$ cat config.mk
export PLATFORM = sky130hd
export DESIGN_NAME = lsu_axi_ctrl
export DESIGN_NICKNAME = d
export VERILOG_FILES = /design/src/rtl/lsu_axi_ctrl_pkg.sv /design/src/rtl/lsu_axi_ctrl_load_ext.sv /design/src/rtl/lsu_axi_ctrl.sv
export SDC_FILE = /design/constraint.sdc
export NUM_CORES = 1
export LEC_CHECK = 0
export CAP_MARGIN = 20
export CORE_AREA = 3 3 157 159
export DETAILED_ROUTE_END_ITERATION = 8
export DIE_AREA = 0 0 160 162
export MAX_ROUTING_LAYER = met4
export PLACE_DENSITY = 0.72
export SKIP_LAST_GASP = 1
export SLEW_MARGIN = 20
export SYNTH_ARGS = -nofsm -noshare
export SYNTH_HDL_FRONTEND = slang
export SYNTH_SLANG_ARGS = --single-unit
$ cat constraint.sdc
create_clock -name clk -period 2 [get_ports clk]
set_input_delay 0.4 -clock clk [delete_from_list [all_inputs] [get_ports clk]]
set_output_delay 0.4 -clock clk [all_outputs]
set_load 0.02 [all_outputs]
$ cat src/rtl/lsu_axi_ctrl_pkg.sv
// Shared definitions for the load/store unit: FSM state encoding, MemRW codes,
// load funct3 codes, store mask codes, AXI response codes, and the
// misalignment helper used at accept time.
package lsu_axi_ctrl_pkg;

    typedef enum logic [2:0] {
        IDLE    = 3'd0,
        RD_ADDR = 3'd1,
        RD_DATA = 3'd2,
        WR_REQ  = 3'd3,
        WR_RESP = 3'd4,
        DONE    = 3'd5
    } lsu_state_e;

    localparam logic [1:0] MEMRW_NONE  = 2'b00;
    localparam logic [1:0] MEMRW_LOAD  = 2'b01;
    localparam logic [1:0] MEMRW_STORE = 2'b10;

    localparam logic [2:0] FUNCT3_LB  = 3'b000;
    localparam logic [2:0] FUNCT3_LH  = 3'b001;
    localparam logic [2:0] FUNCT3_LW  = 3'b010;
    localparam logic [2:0] FUNCT3_LBU = 3'b100;
    localparam logic [2:0] FUNCT3_LHU = 3'b101;

    localparam logic [3:0] WMASK_H = 4'b0011;
    localparam logic [3:0] WMASK_W = 4'b1111;

    localparam logic [1:0] AXI_RESP_OKAY = 2'b00;

    // Access size comes from funct3 for loads and from the byte mask for
    // stores. Undefined load funct3 codes are handled as full words, matching
    // the load extender.
    function automatic logic is_misaligned(input logic [1:0] mem_rw,
                                           input logic [2:0] mem_ext,
                                           input logic [3:0] wmask,
                                           input logic [1:0] addr_lo);
        logic half_s;
        logic word_s;
        half_s = 1'b0;
        word_s = 1'b0;
        case (mem_rw)
            MEMRW_LOAD: begin
                case (mem_ext)
                    FUNCT3_LB, FUNCT3_LBU: begin
                        half_s = 1'b0;
                        word_s = 1'b0;
                    end
                    FUNCT3_LH, FUNCT3_LHU: half_s = 1'b1;
                    default:               word_s = 1'b1;
                endcase
            end
            MEMRW_STORE: begin
                case (wmask)
                    WMASK_H: half_s = 1'b1;
                    WMASK_W: word_s = 1'b1;
                    default: begin
                        half_s = 1'b0;
                        word_s = 1'b0;
                    end
                endcase
            end
            default: begin
                half_s = 1'b0;
                word_s = 1'b0;
            end
        endcase
        return (half_s && addr_lo[0]) || (word_s && (addr_lo != 2'b00));
    endfunction

endpackage

$ cat src/rtl/lsu_axi_ctrl_load_ext.sv
// Combinational load aligner/extender.
// Ports:
//   rdata    - raw 32-bit bus read data
//   addr_lo  - low two bits of the byte address (selects the lane)
//   mem_ext  - load funct3 (LB/LH/LW/LBU/LHU)
//   ext_data - lane-0 aligned, sign- or zero-extended result
module lsu_load_ext
    import lsu_axi_ctrl_pkg::*;
(
    input  logic [31:0] rdata,
    input  logic [1:0]  addr_lo,
    input  logic [2:0]  mem_ext,
    output logic [31:0] ext_data
);

    logic [31:0] shifted_s;

    // Move the addressed lane down to bit 0, then extend per funct3.
    always_comb begin
        shifted_s = rdata >> {addr_lo, 3'b000};
        case (mem_ext)
            FUNCT3_LB:  ext_data = {{24{shifted_s[7]}}, shifted_s[7:0]};
            FUNCT3_LH:  ext_data = {{16{shifted_s[15]}}, shifted_s[15:0]};
            FUNCT3_LBU: ext_data = {24'h000000, shifted_s[7:0]};
            FUNCT3_LHU: ext_data = {16'h0000, shifted_s[15:0]};
            FUNCT3_LW:  ext_data = shifted_s;
            default:    ext_data = shifted_s;
        endcase
    end

endmodule

$ cat src/rtl/lsu_axi_ctrl.sv
// Load/store unit between execute and write-back. Takes one instruction per
// exu_valid/lsu_ready handshake, performs at most one AXI4-Lite access and
// presents the result plus forwarded write-back fields on lsu_valid/wbu_ready.
// Ports:
//   clk, rst (async, active-low)
//   exu_valid/lsu_ready            - upstream handshake
//   MemRW, memAddr, memDataW, wmask, memExt - memory control from execute
//   aluOut_in, WBSel_in, rd_in, RegWrite_in, dnpc_in - forwarded fields
//   AR/R/AW/W/B                    - AXI4-Lite master channels
//   lsu_valid/wbu_ready            - downstream handshake
//   memDataR, aluOut, WBSel, rd, RegWrite, dnpc, lsu_err - registered result
// Every output is a flop; valids are loaded from the next state so they never
// depend combinationally on any ready input.
module lsu_axi_ctrl
    import lsu_axi_ctrl_pkg::*;
#(
    parameter int ADDR_W = 32,
    parameter int DATA_W = 32
) (
    input  logic              clk,
    input  logic              rst,
    input  logic              exu_valid,
    output logic              lsu_ready,
    input  logic [1:0]        MemRW,
    input  logic [ADDR_W-1:0] memAddr,
    input  logic [DATA_W-1:0] memDataW,
    input  logic [3:0]        wmask,
    input  logic [2:0]        memExt,
    input  logic [31:0]       aluOut_in,
    input  logic [1:0]        WBSel_in,
    input  logic [4:0]        rd_in,
    input  logic              RegWrite_in,
    input  logic [31:0]       dnpc_in,
    output logic [ADDR_W-1:0] araddr,
    output logic              arvalid,
    input  logic              arready,
    input  logic [DATA_W-1:0] rdata,
    input  logic [1:0]        rresp,
    input  logic              rvalid,
    output logic              rready,
    output logic [ADDR_W-1:0] awaddr,
    output logic              awvalid,
    input  logic              awready,
    output logic [DATA_W-1:0] wdata,
    output logic [3:0]        wstrb,
    output logic              wvalid,
    input  logic              wready,
    input  logic [1:0]        bresp,
    input  logic              bvalid,
    output logic              bready,
    output logic              lsu_valid,
    input  logic              wbu_ready,
    output logic [DATA_W-1:0] memDataR,
    output logic [31:0]       aluOut,
    output logic [1:0]        WBSel,
    output logic [4:0]        rd,
    output logic              RegWrite,
    output logic [31:0]       dnpc,
    output logic              lsu_err
);

    lsu_state_e        state_r, state_s;
    logic              aw_done_r, aw_done_s;
    logic              w_done_r, w_done_s;
    logic              accept_s;
    logic              misalign_s;
    logic [31:0]       ext_data_s;
    logic [1:0]        addr_lo_r;
    logic [2:0]        mem_ext_r;

    logic              lsu_ready_r, arvalid_r, rready_r, awvalid_r, wvalid_r;
    logic              bready_r, lsu_valid_r, lsu_err_r, reg_write_r;
    logic [ADDR_W-1:0] araddr_r, awaddr_r;
    logic [DATA_W-1:0] wdata_r, mem_data_r;
    logic [3:0]        wstrb_r;
    logic [31:0]       alu_out_r, dnpc_r;
    logic [1:0]        wb_sel_r;
    logic [4:0]        rd_r;

    assign accept_s   = exu_valid && lsu_ready_r;
    assign misalign_s = is_misaligned(MemRW, memExt, wmask, memAddr[1:0]);

    lsu_load_ext u_load_ext (
        .rdata    (rdata),
        .addr_lo  (addr_lo_r),
        .mem_ext  (mem_ext_r),
        .ext_data (ext_data_s)
    );

    // Next-state logic, including the sticky AW/W completion flags.
    always_comb begin
        state_s   = state_r;
        aw_done_s = aw_done_r;
        w_done_s  = w_done_r;
        case (state_r)
            IDLE: begin
                if (accept_s) begin
                    aw_done_s = 1'b0;
                    w_done_s  = 1'b0;
                    if (misalign_s) begin
                        state_s = DONE;
                    end else begin
                        case (MemRW)
                            MEMRW_LOAD:  state_s = RD_ADDR;
                            MEMRW_STORE: state_s = WR_REQ;
                            MEMRW_NONE:  state_s = DONE;
                            default:     state_s = DONE;
                        endcase
                    end
                end else begin
                    state_s = IDLE;
                end
            end
            RD_ADDR: begin
                if (arready) begin
                    state_s = RD_DATA;
                end else begin
                    state_s = RD_ADDR;
                end
            end
            RD_DATA: begin
                if (rvalid) begin
                    state_s = DONE;
                end else begin
                    state_s = RD_DATA;
                end
            end
            WR_REQ: begin
                // A valid is only high while its done flag is clear, so a
                // stale ready after completion cannot re-trigger.
                aw_done_s = aw_done_r || (awvalid_r && awready);
                w_done_s  = w_done_r || (wvalid_r && wready);
                if (aw_done_s && w_done_s) begin
                    state_s = WR_RESP;
                end else begin
                    state_s = WR_REQ;
                end
            end
            WR_RESP: begin
                if (bvalid) begin
                    state_s = DONE;
                end else begin
                    state_s = WR_RESP;
                end
            end
            DONE: begin
                if (wbu_ready) begin
                    state_s = IDLE;
                end else begin
                    state_s = DONE;
                end
            end
            default: state_s = IDLE;
        endcase
    end

    // State register and handshake outputs, loaded from the next state.
    always_ff @(posedge clk or negedge rst) begin
        if (!rst) begin
            state_r     <= IDLE;
            aw_done_r   <= 1'b0;
            w_done_r    <= 1'b0;
            lsu_ready_r <= 1'b1;
            arvalid_r   <= 1'b0;
            rready_r    <= 1'b0;
            awvalid_r   <= 1'b0;
            wvalid_r    <= 1'b0;
            bready_r    <= 1'b0;
            lsu_valid_r <= 1'b0;
        end else begin
            state_r     <= state_s;
            aw_done_r   <= aw_done_s;
            w_done_r    <= w_done_s;
            lsu_ready_r <= (state_s == IDLE);
            arvalid_r   <= (state_s == RD_ADDR);
            rready_r    <= (state_s == RD_DATA);
            awvalid_r   <= (state_s == WR_REQ) && !aw_done_s;
            wvalid_r    <= (state_s == WR_REQ) && !w_done_s;
            bready_r    <= (state_s == WR_RESP);
            lsu_valid_r <= (state_s == DONE);
        end
    end

    // Data path: capture at accept, then update with the bus response.
    always_ff @(posedge clk or negedge rst) begin
        if (!rst) begin
            araddr_r    <= '0;
            awaddr_r    <= '0;
            wdata_r     <= '0;
            wstrb_r     <= 4'b0000;
            mem_data_r  <= '0;
            lsu_err_r   <= 1'b0;
            alu_out_r   <= 32'h0000_0000;
            wb_sel_r    <= 2'b00;
            rd_r        <= 5'd0;
            reg_write_r <= 1'b0;
            dnpc_r      <= 32'h0000_0000;
            addr_lo_r   <= 2'b00;
            mem_ext_r   <= 3'b000;
        end else if (accept_s) begin
            araddr_r    <= memAddr;
            awaddr_r    <= memAddr;
            wdata_r     <= memDataW << {memAddr[1:0], 3'b000};
            wstrb_r     <= wmask << memAddr[1:0];
            mem_data_r  <= '0;
            lsu_err_r   <= misalign_s;
            alu_out_r   <= aluOut_in;
            wb_sel_r    <= WBSel_in;
            rd_r        <= rd_in;
            reg_write_r <= RegWrite_in;
            dnpc_r      <= dnpc_in;
            addr_lo_r   <= memAddr[1:0];
            mem_ext_r   <= memExt;
        end else if ((state_r == RD_DATA) && rvalid) begin
            mem_data_r  <= ext_data_s;
            lsu_err_r   <= (rresp != AXI_RESP_OKAY);
        end else if ((state_r == WR_RESP) && bvalid) begin
            lsu_err_r   <= (bresp != AXI_RESP_OKAY);
        end else begin
            lsu_err_r   <= lsu_err_r;
        end
    end

    assign lsu_ready = lsu_ready_r;
    assign araddr    = araddr_r;
    assign arvalid   = arvalid_r;
    assign rready    = rready_r;
    assign awaddr    = awaddr_r;
    assign awvalid   = awvalid_r;
    assign wdata     = wdata_r;
    assign wstrb     = wstrb_r;
    assign wvalid    = wvalid_r;
    assign bready    = bready_r;
    assign lsu_valid = lsu_valid_r;
    assign memDataR  = mem_data_r;
    assign aluOut    = alu_out_r;
    assign WBSel     = wb_sel_r;
    assign rd        = rd_r;
    assign RegWrite  = reg_write_r;
    assign dnpc      = dnpc_r;
    assign lsu_err   = lsu_err_r;

endmodule

; Word level (Yosys, flattened, before mapping)
; Cells that the tools add are included.
[classes]
n_shift = 3
n_mux = 25
reduce_logical = 26
eq_ne = 20
[op_table]
columns = operator, count
row1 = $pmux 32 s4, 1
row2 = $mux 32, 2
row3 = $shl 32x5->32, 1
row4 = $shr 32x5->32, 1
row5 = $eq 3x3->1 const B, 8
row6 = $pmux 3 s6, 1
row7 = $mux 3, 5
row8 = $eq 3x1->1 const B, 4
row9 = $eq 3x2->1 const B, 4
row10 = $logic_not 3->1, 4
row11 = $logic_and 1x1->1, 10
row12 = $mux 1, 10
row13 = $pmux 1 s2, 4
row14 = $reduce_bool 2->1, 4
row15 = $pmux 3 s2, 1
row16 = $eq 4x2->1 const B, 1
row17 = $eq 4x4->1 const B, 1
row18 = $reduce_or 4->1, 1
row19 = $shl 4x2->4, 1
row20 = $logic_or 1x1->1, 3
row21 = $reduce_bool 3->1, 1
row22 = $eq 2x1->1 const B, 1
row23 = $eq 2x2->1 const B, 1
row24 = $logic_not 1->1, 2
row25 = other kinds (2), 2
[totals]
inputBits = 190
regBits = 190
output_inout_bits = 212

; Logic depth before layout (Yosys ltp)
; Gate-level depths: netlist (run 1).
[depth]
ltp_word = 11
mapped_depth = 7
ltp_nobuf = 7

; By module
; Synthesis (run 1) repeated with hierarchy kept, for this count alone.
[hier_totals]
hier_cells = 981
area_unflattened_um2 = 8593.2
[by_module_without_submodules]
columns = module, seq_area_each_um2, cells_per_inst, area_each_um2, n_inst
row1 = lsu_axi_ctrl, 4705.8, 874, 7898.8, 1
row2 = lsu_load_ext, 0.0, 107, 694.4, 1

; Least setup slack after synthesis (run 1)
; Ideal clock, no wire load.
[synth_path]
path_type = register -> register
startpoint = register, netlist name awaddr[1]
endpoint = register mem_data_r[18] (netlist: memDataR[18])
stages_incl_launch_ff = 7
slack_ns = 0.057
t_required_ns = 1.932
synth_period_minus_slack_ns = 1.943
n_path_buf = 2
arrival_time_ns = 1.875
path_cell_list = dfrtp_1 > clkbuf_1 > mux4_2 > nor2_2 > nor4b_4 > buf_6 > a221o_1
[synth_lines]
columns = element, line_no
row1 = to (signal assigned), lsu_axi_ctrl.sv:215  ; mem_data_r <= ext_data_s;
row2 = to (decl), lsu_axi_ctrl.sv:74  ; logic [DATA_W-1:0] wdata_r, mem_data_r;

; Worst setup path after layout (run 1)
[layout_path]
startpoint = input memAddr[0]
endpoint = register lsu_ready_r (netlist: lsu_ready)
[layout_between]
elab_chain_cells = 7
elab_cells_between_ends = 8
[layout_lines]
columns = element, line_no
row1 = from (decl), lsu_axi_ctrl.sv:25  ; input logic [ADDR_W-1:0] memAddr,
row2 = $reduce_bool 2->1, lsu_axi_ctrl_pkg.sv:67  ; return (half_s && addr_lo[0]) || (word_s && (addr_lo != 2'b00));
row3 = $logic_and 1x1->1, lsu_axi_ctrl_pkg.sv:67
row4 = $logic_or 1x1->1 *, lsu_axi_ctrl_pkg.sv:67
row5 = $mux 3 *, lsu_axi_ctrl.sv:100  ; if (misalign_s) begin
row6 = $mux 3 *, lsu_axi_ctrl.sv:97  ; if (accept_s) begin
row7 = $pmux 3 s6 *, lsu_axi_ctrl.sv:95  ; case (state_r)
row8 = $logic_not 3->1 *, lsu_axi_ctrl.sv:174  ; lsu_ready_r <= (state_s == IDLE);
row9 = to (signal assigned), lsu_axi_ctrl.sv:174
row10 = to (decl), lsu_axi_ctrl.sv:71  ; logic lsu_ready_r, arvalid_r, rready_r, awvalid_r, wvalid_r;
; Every way passes the cells marked *; elsewhere a longest branch is shown, timed or not.
; A chain may end at the register's enable or synchronous reset.

==> run summary, run 1 <==
status: finished, final reports clean
Max VDD drop: 843 uV
Async SR Flop Fraction: 1.00
Tot GR Track Use: 0.223
DP Worst Slack: -0.391 ns
n_diodes: 0
Synth cell types: 45
Area Growth Syn to Fin: 59.3%
Hold Slack: 0.474 ns
switching power: 8.58 mW
Synth top area share: 0.554
chip width: 160 um
floorplan row count: 56
Period Utilization, post-route: 0.966
Num CTS Buffers: 17
number of enable flip-flop cells after synthesis: 0
placed instance area: 12,900 um^2
DR vias/cell: 4.82
Power Dens Cells: 1560 nW/um^2
clk_skew: 0.00944 ns
total setup buffers inserted after CTS: 0
H-Tree Depth: 4
chip height: 162 um
total routed wirelength: 28,500 um
drt drc: 0
die area: 25,900 um^2
final instance area: 13,500 um^2
Crit Path Class: in -> reg
later-pin clock latency in the skew report: 0.42 ns
Int Power: 12.4 mW
drt wl/cell: 17.5 um
fmax: 0.518 GHz
grt ovf: 0
synthesized area: 8440 um^2
CTS tree: done
Max-Cap Viols: 0
Placer Congestion: 0.867
routed length on met2: 14,000 um
Pre-antenna DRT Iters: 5
Clock Tree Buf Depth: 2
WP data arrival: 2.29 ns
min-delay worst type: reg -> reg
I/O pin count: 402
Final setup viols: 0
first-pass GRT wire length: 44,600 um
Initial Utilization: 0.361
Worst-path clk slew: 0.07 ns
Clock Sinks: 188
share of cells above drive strength 1: 0.0802
largest net degree at the start of global routing: 70
HPWL Detailed: 21,300 um
Core Box Area: 23,400 um^2
Pleak: 6.25 nW
met3 routed WL: 2120 um
Rel. slew slack: 0.277
Final Hold Fails: 0
Slew @ Worst Pin: 1.08 ns
vias: 7,856
ys flop type: dfrtp_1
total chip power: 21.0 mW
fin. max-slew vios: 0
Root Buffer: clkbuf_16
Synth area leader: dfrtp_1
top-count cell post-synth: nand2_1
Synth Net Count: 1,109
Syn. warnings: 0
Critical Path Sink Type: flip-flop
1st-iter DRT viols: 457
synthesized flop and latch total: 188
Final ANT Viol Nets: 0
Worst Path Max Fanout: 6
Highest Signal Layer: met4
Syn Inst Count: 917
Sw Ratio: 0.408
largest cells by area after synthesis: dfrtp_1, nand2_1, mux2i_1
post-route setup slack: 0.0680 ns
Tmin final: 1.93 ns
Final nets: 1,489
register area share after synthesis: 0.557
# port buffers: 401
unrepaired setup endpoints after global routing: false
power share of the combinational group: 0.521
vias in the first global route: 7,920
Reg power frac: 0.317
data required time of the critical path: 2.36 ns
initial antenna violation count: 0
DRT met1 WL: 12,000 um
Avg Inst Size Synth: 9.21 um^2
CP Launch Type: input pin
synth cell count leaders: nand2_1, dfrtp_1, clkbuf_1, o21ai_0, mux2i_1
clock network fraction of design power: 0.162
## metal layers
metal / up-vias / track usage
met5: - / -
met2: 311 / 0.355
met4: 0 / 0.0505
li1: 3741 / -
met3: 22 / 0.0635
met1: 3782 / 0.284
## per-stage QoR
step           cells  utilization  TNS [ns]
6_report        1629        0.575         0
5_1_grt         1629        0.575         0
3_3_place_gp    1596        0.549     -9.27
2_1_floorplan    917            -         0
4_1_cts         1629        0.574         0
3_5_place_dp    1596        0.549    -10.77
## sequential cells by signal (all words and copies together) (netlist names), 2 cells and up
register	flops
rd	5
state_r	3
awaddr	31
dnpc	32
aluOut	32
WBSel	2
memDataR	32
wstrb	4
mem_ext_r	3
wdata	32
## path summary, 6_finish.rpt
check                               endpoint  slack [ns]    startpoint  cells after the start
max in group asynchronous         awaddr[21]        0.82           rst                      3
worst min register to register    aluOut[25]        0.47    aluOut[25]                      2
min in group asynchronous             bready        0.53           rst                      2
worst min-delay path              aluOut[25]        0.47    aluOut[25]                      2
worst max register to register  memDataR[30]        0.11  addr_lo_r[0]                      6
worst max-delay path               lsu_ready        0.07    memAddr[0]                      6
## power by group through the flow
| stage | logic (mW) | clock network [mW] | registers, mW |
|---|---|---|---|
| 2_1_floorplan | 3.73 | 0 | 8.56 |
| 3_3_place_gp | 10.9 | 0 | 6.68 |
| 3_5_place_dp | 11.0 | 0 | 6.70 |
| 4_1_cts | 11.1 | 3.50 | 6.66 |
| 5_1_grt | 11.7 | 3.66 | 6.89 |
| 6_report | 10.9 | 3.41 | 6.66 |
## logic make-up after synthesis
kind of cell | count (synthesis) | share of synthesized area
flip-flops | 188 | 0.557
multiplexers | 53 | 0.0668
buffers and inverters | 93 | 0.0580
adder cells (fa/ha/maj) | 2 | 0.00296
AND/OR/NAND/NOR | 453 | 0.215
AO/OA/AOI/OAI | 128 | 0.0999
## layout make-up
type	count	area, um^2
Multi-Input combinational cell	636	3260
Inverter	5	18.8
Timing Repair Buffer	449	4490
Sequential cell	188	4710
Clock inverter	12	131
Fill cell	2049	9950
Clock buffer	20	447
Tap cell	319	399
## critical path, stage by stage
cell and delay [ns]:
clkdlybuf4s50_1 0.54, or3b_1 0.36, a21oi_1 0.24, o21bai_1 0.15, a311oi_2 0.39, and3_1 0.22
## cells in the final DEF (no fill, tap or decap), types with 4 or more instances in the layout
| cell | n |
|---|---|
| a21oi_1 | 33 |
| a221o_1 | 13 |
| a22o_1 | 9 |
| buf_12 | 8 |
| buf_4 | 37 |
| clkbuf_16 | 17 |
| clkdlybuf4s50_1 | 395 |
| clkinvlp_4 | 4 |
| dfrtp_1 | 186 |
| dlygate4sd2_1 | 4 |
| inv_1 | 5 |
| inv_8 | 4 |
| mux2_2 | 17 |
| mux2i_1 | 35 |
| nand2_1 | 400 |
| nand2b_1 | 4 |
| nor2_1 | 17 |
| nor2b_1 | 5 |
| o211ai_1 | 19 |
| o21ai_0 | 37 |
## repair_timing
item                                   4_1_cts  5_1_grt
hold buffers                                 1        0
setup endpoints to repair                    5       15
endpoints found under the hold margin       45        0
resized for setup                            6        3
pin swaps                                    0        1
No activity file was read; power rests on OpenSTA's default activity.
==> run 2: changes to the inputs <==
- CORE_AREA: 3 3 157 159 -> default
- CORE_MARGIN: default -> 3
- CORE_UTILIZATION: default -> 37
- DIE_AREA: 0 0 160 162 -> default
- PLACE_DENSITY: 0.72 -> 0.77
- clock period: 2 -> 1.7 ns (I/O delays scaled with it)
==> run summary, run 2 (synthesis results as in run 1) <==
Period Utilization, post-route: 1.08
Power Dens Cells: 1750 nW/um^2 (was 1560 nW/um^2)
Rel. slew slack: 0.482 (was 0.277)
Max-Cap Viols: 0 (unchanged)
Core Box Area: 22,100 um^2 (was 23,400 um^2)
CP Launch Type: flip-flop (was input pin)
Final setup viols: 16 (was 0)
grt met1 use: 0.293 (was 0.284)
WP data arrival: 2.19 ns (was 2.29 ns)
fin util: 0.613 (was 0.575)
violated checks: setup timing
DP Worst Slack: -0.583 ns (was -0.391 ns)
1st-iter DRT viols: 435 (was 457)
drt drc: 0 (unchanged)
Hold Slack: 0.380 ns (was 0.474 ns)
Max VDD drop: 894 uV (was 843 uV)
later-pin clock latency in the skew report: 0.42 ns (about the same)
chip height: 157 um (was 162 um)
fmax: 0.545 GHz
vias: 7,971 (was 7,856)
I/O pin count: 402 (unchanged)
fin. max-slew vios: 0 (unchanged)
min-delay worst type: in -> async (was reg -> reg)
HPWL Detailed: 21,900 um (was 21,300 um)
clk_skew: 0.0123 ns (was 0.00944 ns)
largest net degree at the start of global routing: 79 (was 70)
Worst-path clk slew: 0.08 ns (was 0.07 ns)
Area Growth Syn to Fin: 60.5% (was 59.3%)
grt ovf: 0 (unchanged)
share of cells above drive strength 1: 0.121 (was 0.0802)
Final ANT Viol Nets: 0 (unchanged)
total routed wirelength: 29,400 um (was 28,500 um)
Clock Sinks: 188 (unchanged)
Final nets: 1,518 (was 1,489)
post-route setup slack: -0.135 ns (was 0.0680 ns)
Critical Path Sink Type: flip-flop (unchanged)
Slew @ Worst Pin: 0.771 ns (was 1.08 ns)
status: finished, violations left (was finished, final reports clean)
total chip power: 23.7 mW (was 21.0 mW)
Initial Utilization: 0.382 (was 0.361)
drt wl/cell: 18.2 um (was 17.5 um)
unrepaired setup endpoints after global routing: true (was false)
Pre-antenna DRT Iters: 5 (unchanged)
CTS tree: done (unchanged)
Crit Path Class: reg -> reg (was in -> reg)
H-Tree Depth: 4 (unchanged)
Pleak: 7.06 nW (was 6.25 nW)
# port buffers: 401 (unchanged)
floorplan row count: 54 (was 56)
DR vias/cell: 4.92 (was 4.82)
Worst Path Max Fanout: 7 (was 6)
Num CTS Buffers: 17 (unchanged)
Final Hold Fails: 0 (unchanged)
die area: 24,700 um^2 (was 25,900 um^2)
vias in the first global route: 8,128 (was 7,920)
Root Buffer: clkbuf_16 (unchanged)
Clock Tree Buf Depth: 2 (unchanged)
met3 Usage GRT: 0.0632 (was 0.0635)
grt met2 use: 0.386 (was 0.355)
chip width: 157 um (was 160 um)
Placer Congestion: 0.902 (was 0.867)
Tmin final: 1.84 ns
layer with the highest usage: met2 (unchanged)
Tot GR Track Use: 0.236 (was 0.223)
data required time of the critical path: 2.06 ns (was 2.36 ns)
most frequent cells in the layout: nand2_1, dlygate4sd2_1, dfrtp_1 (was nand2_1, clkdlybuf4s50_1, dfrtp_1)
first-pass GRT wire length: 44,400 um (was 44,600 um)
Fillers: 1,913 (was 2,049)
initial antenna violation count: 0 (unchanged)
commonest non-fill, non-tap cell in the layout: nand2_1 (unchanged)
## run 2: power by group
group / leakage [nW] / switching [mW] / total, mW / internal (mW)
Clock: 0.283 / 1.88 / 3.96 / 2.08
Combinational: 4.38 / 7.11 / 11.9 / 4.84
Sequential: 2.39 / 1.30 / 7.81 / 6.50
Total: 7.06 / 10.3 / 23.7 / 13.4
## run 2: stage by stage
step           TNS [ns]  cell area (um^2)  cells
6_report          -2.08             13600   1619
5_1_grt           -4.31             13500   1618
4_1_cts           -2.25             13400   1616
3_5_place_dp     -35.93             13000   1577
3_3_place_gp     -30.45             13000   1577
2_1_floorplan     -1.92              8450    917
## run 2: repair_timing
action,CTS,global route
pin swaps,9,9
resized for setup,227,39
hold endpoints to repair,26,0
endpoints found under the setup margin,250,41
hold buffers,1,0
buffers inserted,7,3
cloned,0,0
## run 2: metal layers
layer / part of all wire / wire length [um]
met1: 0.41 / 12000
met2: 0.50 / 14800
met3: 0.077 / 2250
met4: 0.014 / 398
met5: 0 / 0
## run 2: worst paths after layout
| path | startpoint | end | slack, ns | cells past startpoint |
|---|---|---|---|---|
| min in group clk | dnpc_in[17] | dnpc[17] | 0.43 | 3 |
| worst min-delay path | rst | wdata[17] | 0.38 | 2 |
| worst max register to register | addr_lo_r[0] | memDataR[31] | -0.14 | 6 |
| worst max-delay path | addr_lo_r[0] | memDataR[31] | -0.14 | 6 |
| max in group asynchronous | rst | wdata[24] | 0.73 | 3 |
| worst min register to register | dnpc[6] | dnpc[6] | 0.47 | 2 |
## run 2: area by class of cell
cell class              instances  area (um^2)  area share
diodes                          1         2.50    0.000185
clock inverters                14          154      0.0114
inverters                       5         18.8     0.00138
flip-flops and latches        188         4710       0.347
multi-input cells             636         3420       0.252
clock buffers                  17          425      0.0314
well taps                     280          350      0.0259
repair buffers                478         4480       0.330
## run 2: worst max-delay path, cell delays in order (launching register included)
cell	delay [ns]
dfrtp_2	0.49
mux2i_1	0.17
mux4_2	0.50
nor2_2	0.11
nor4b_4	0.22
buf_4	0.18
a221o_1	0.10
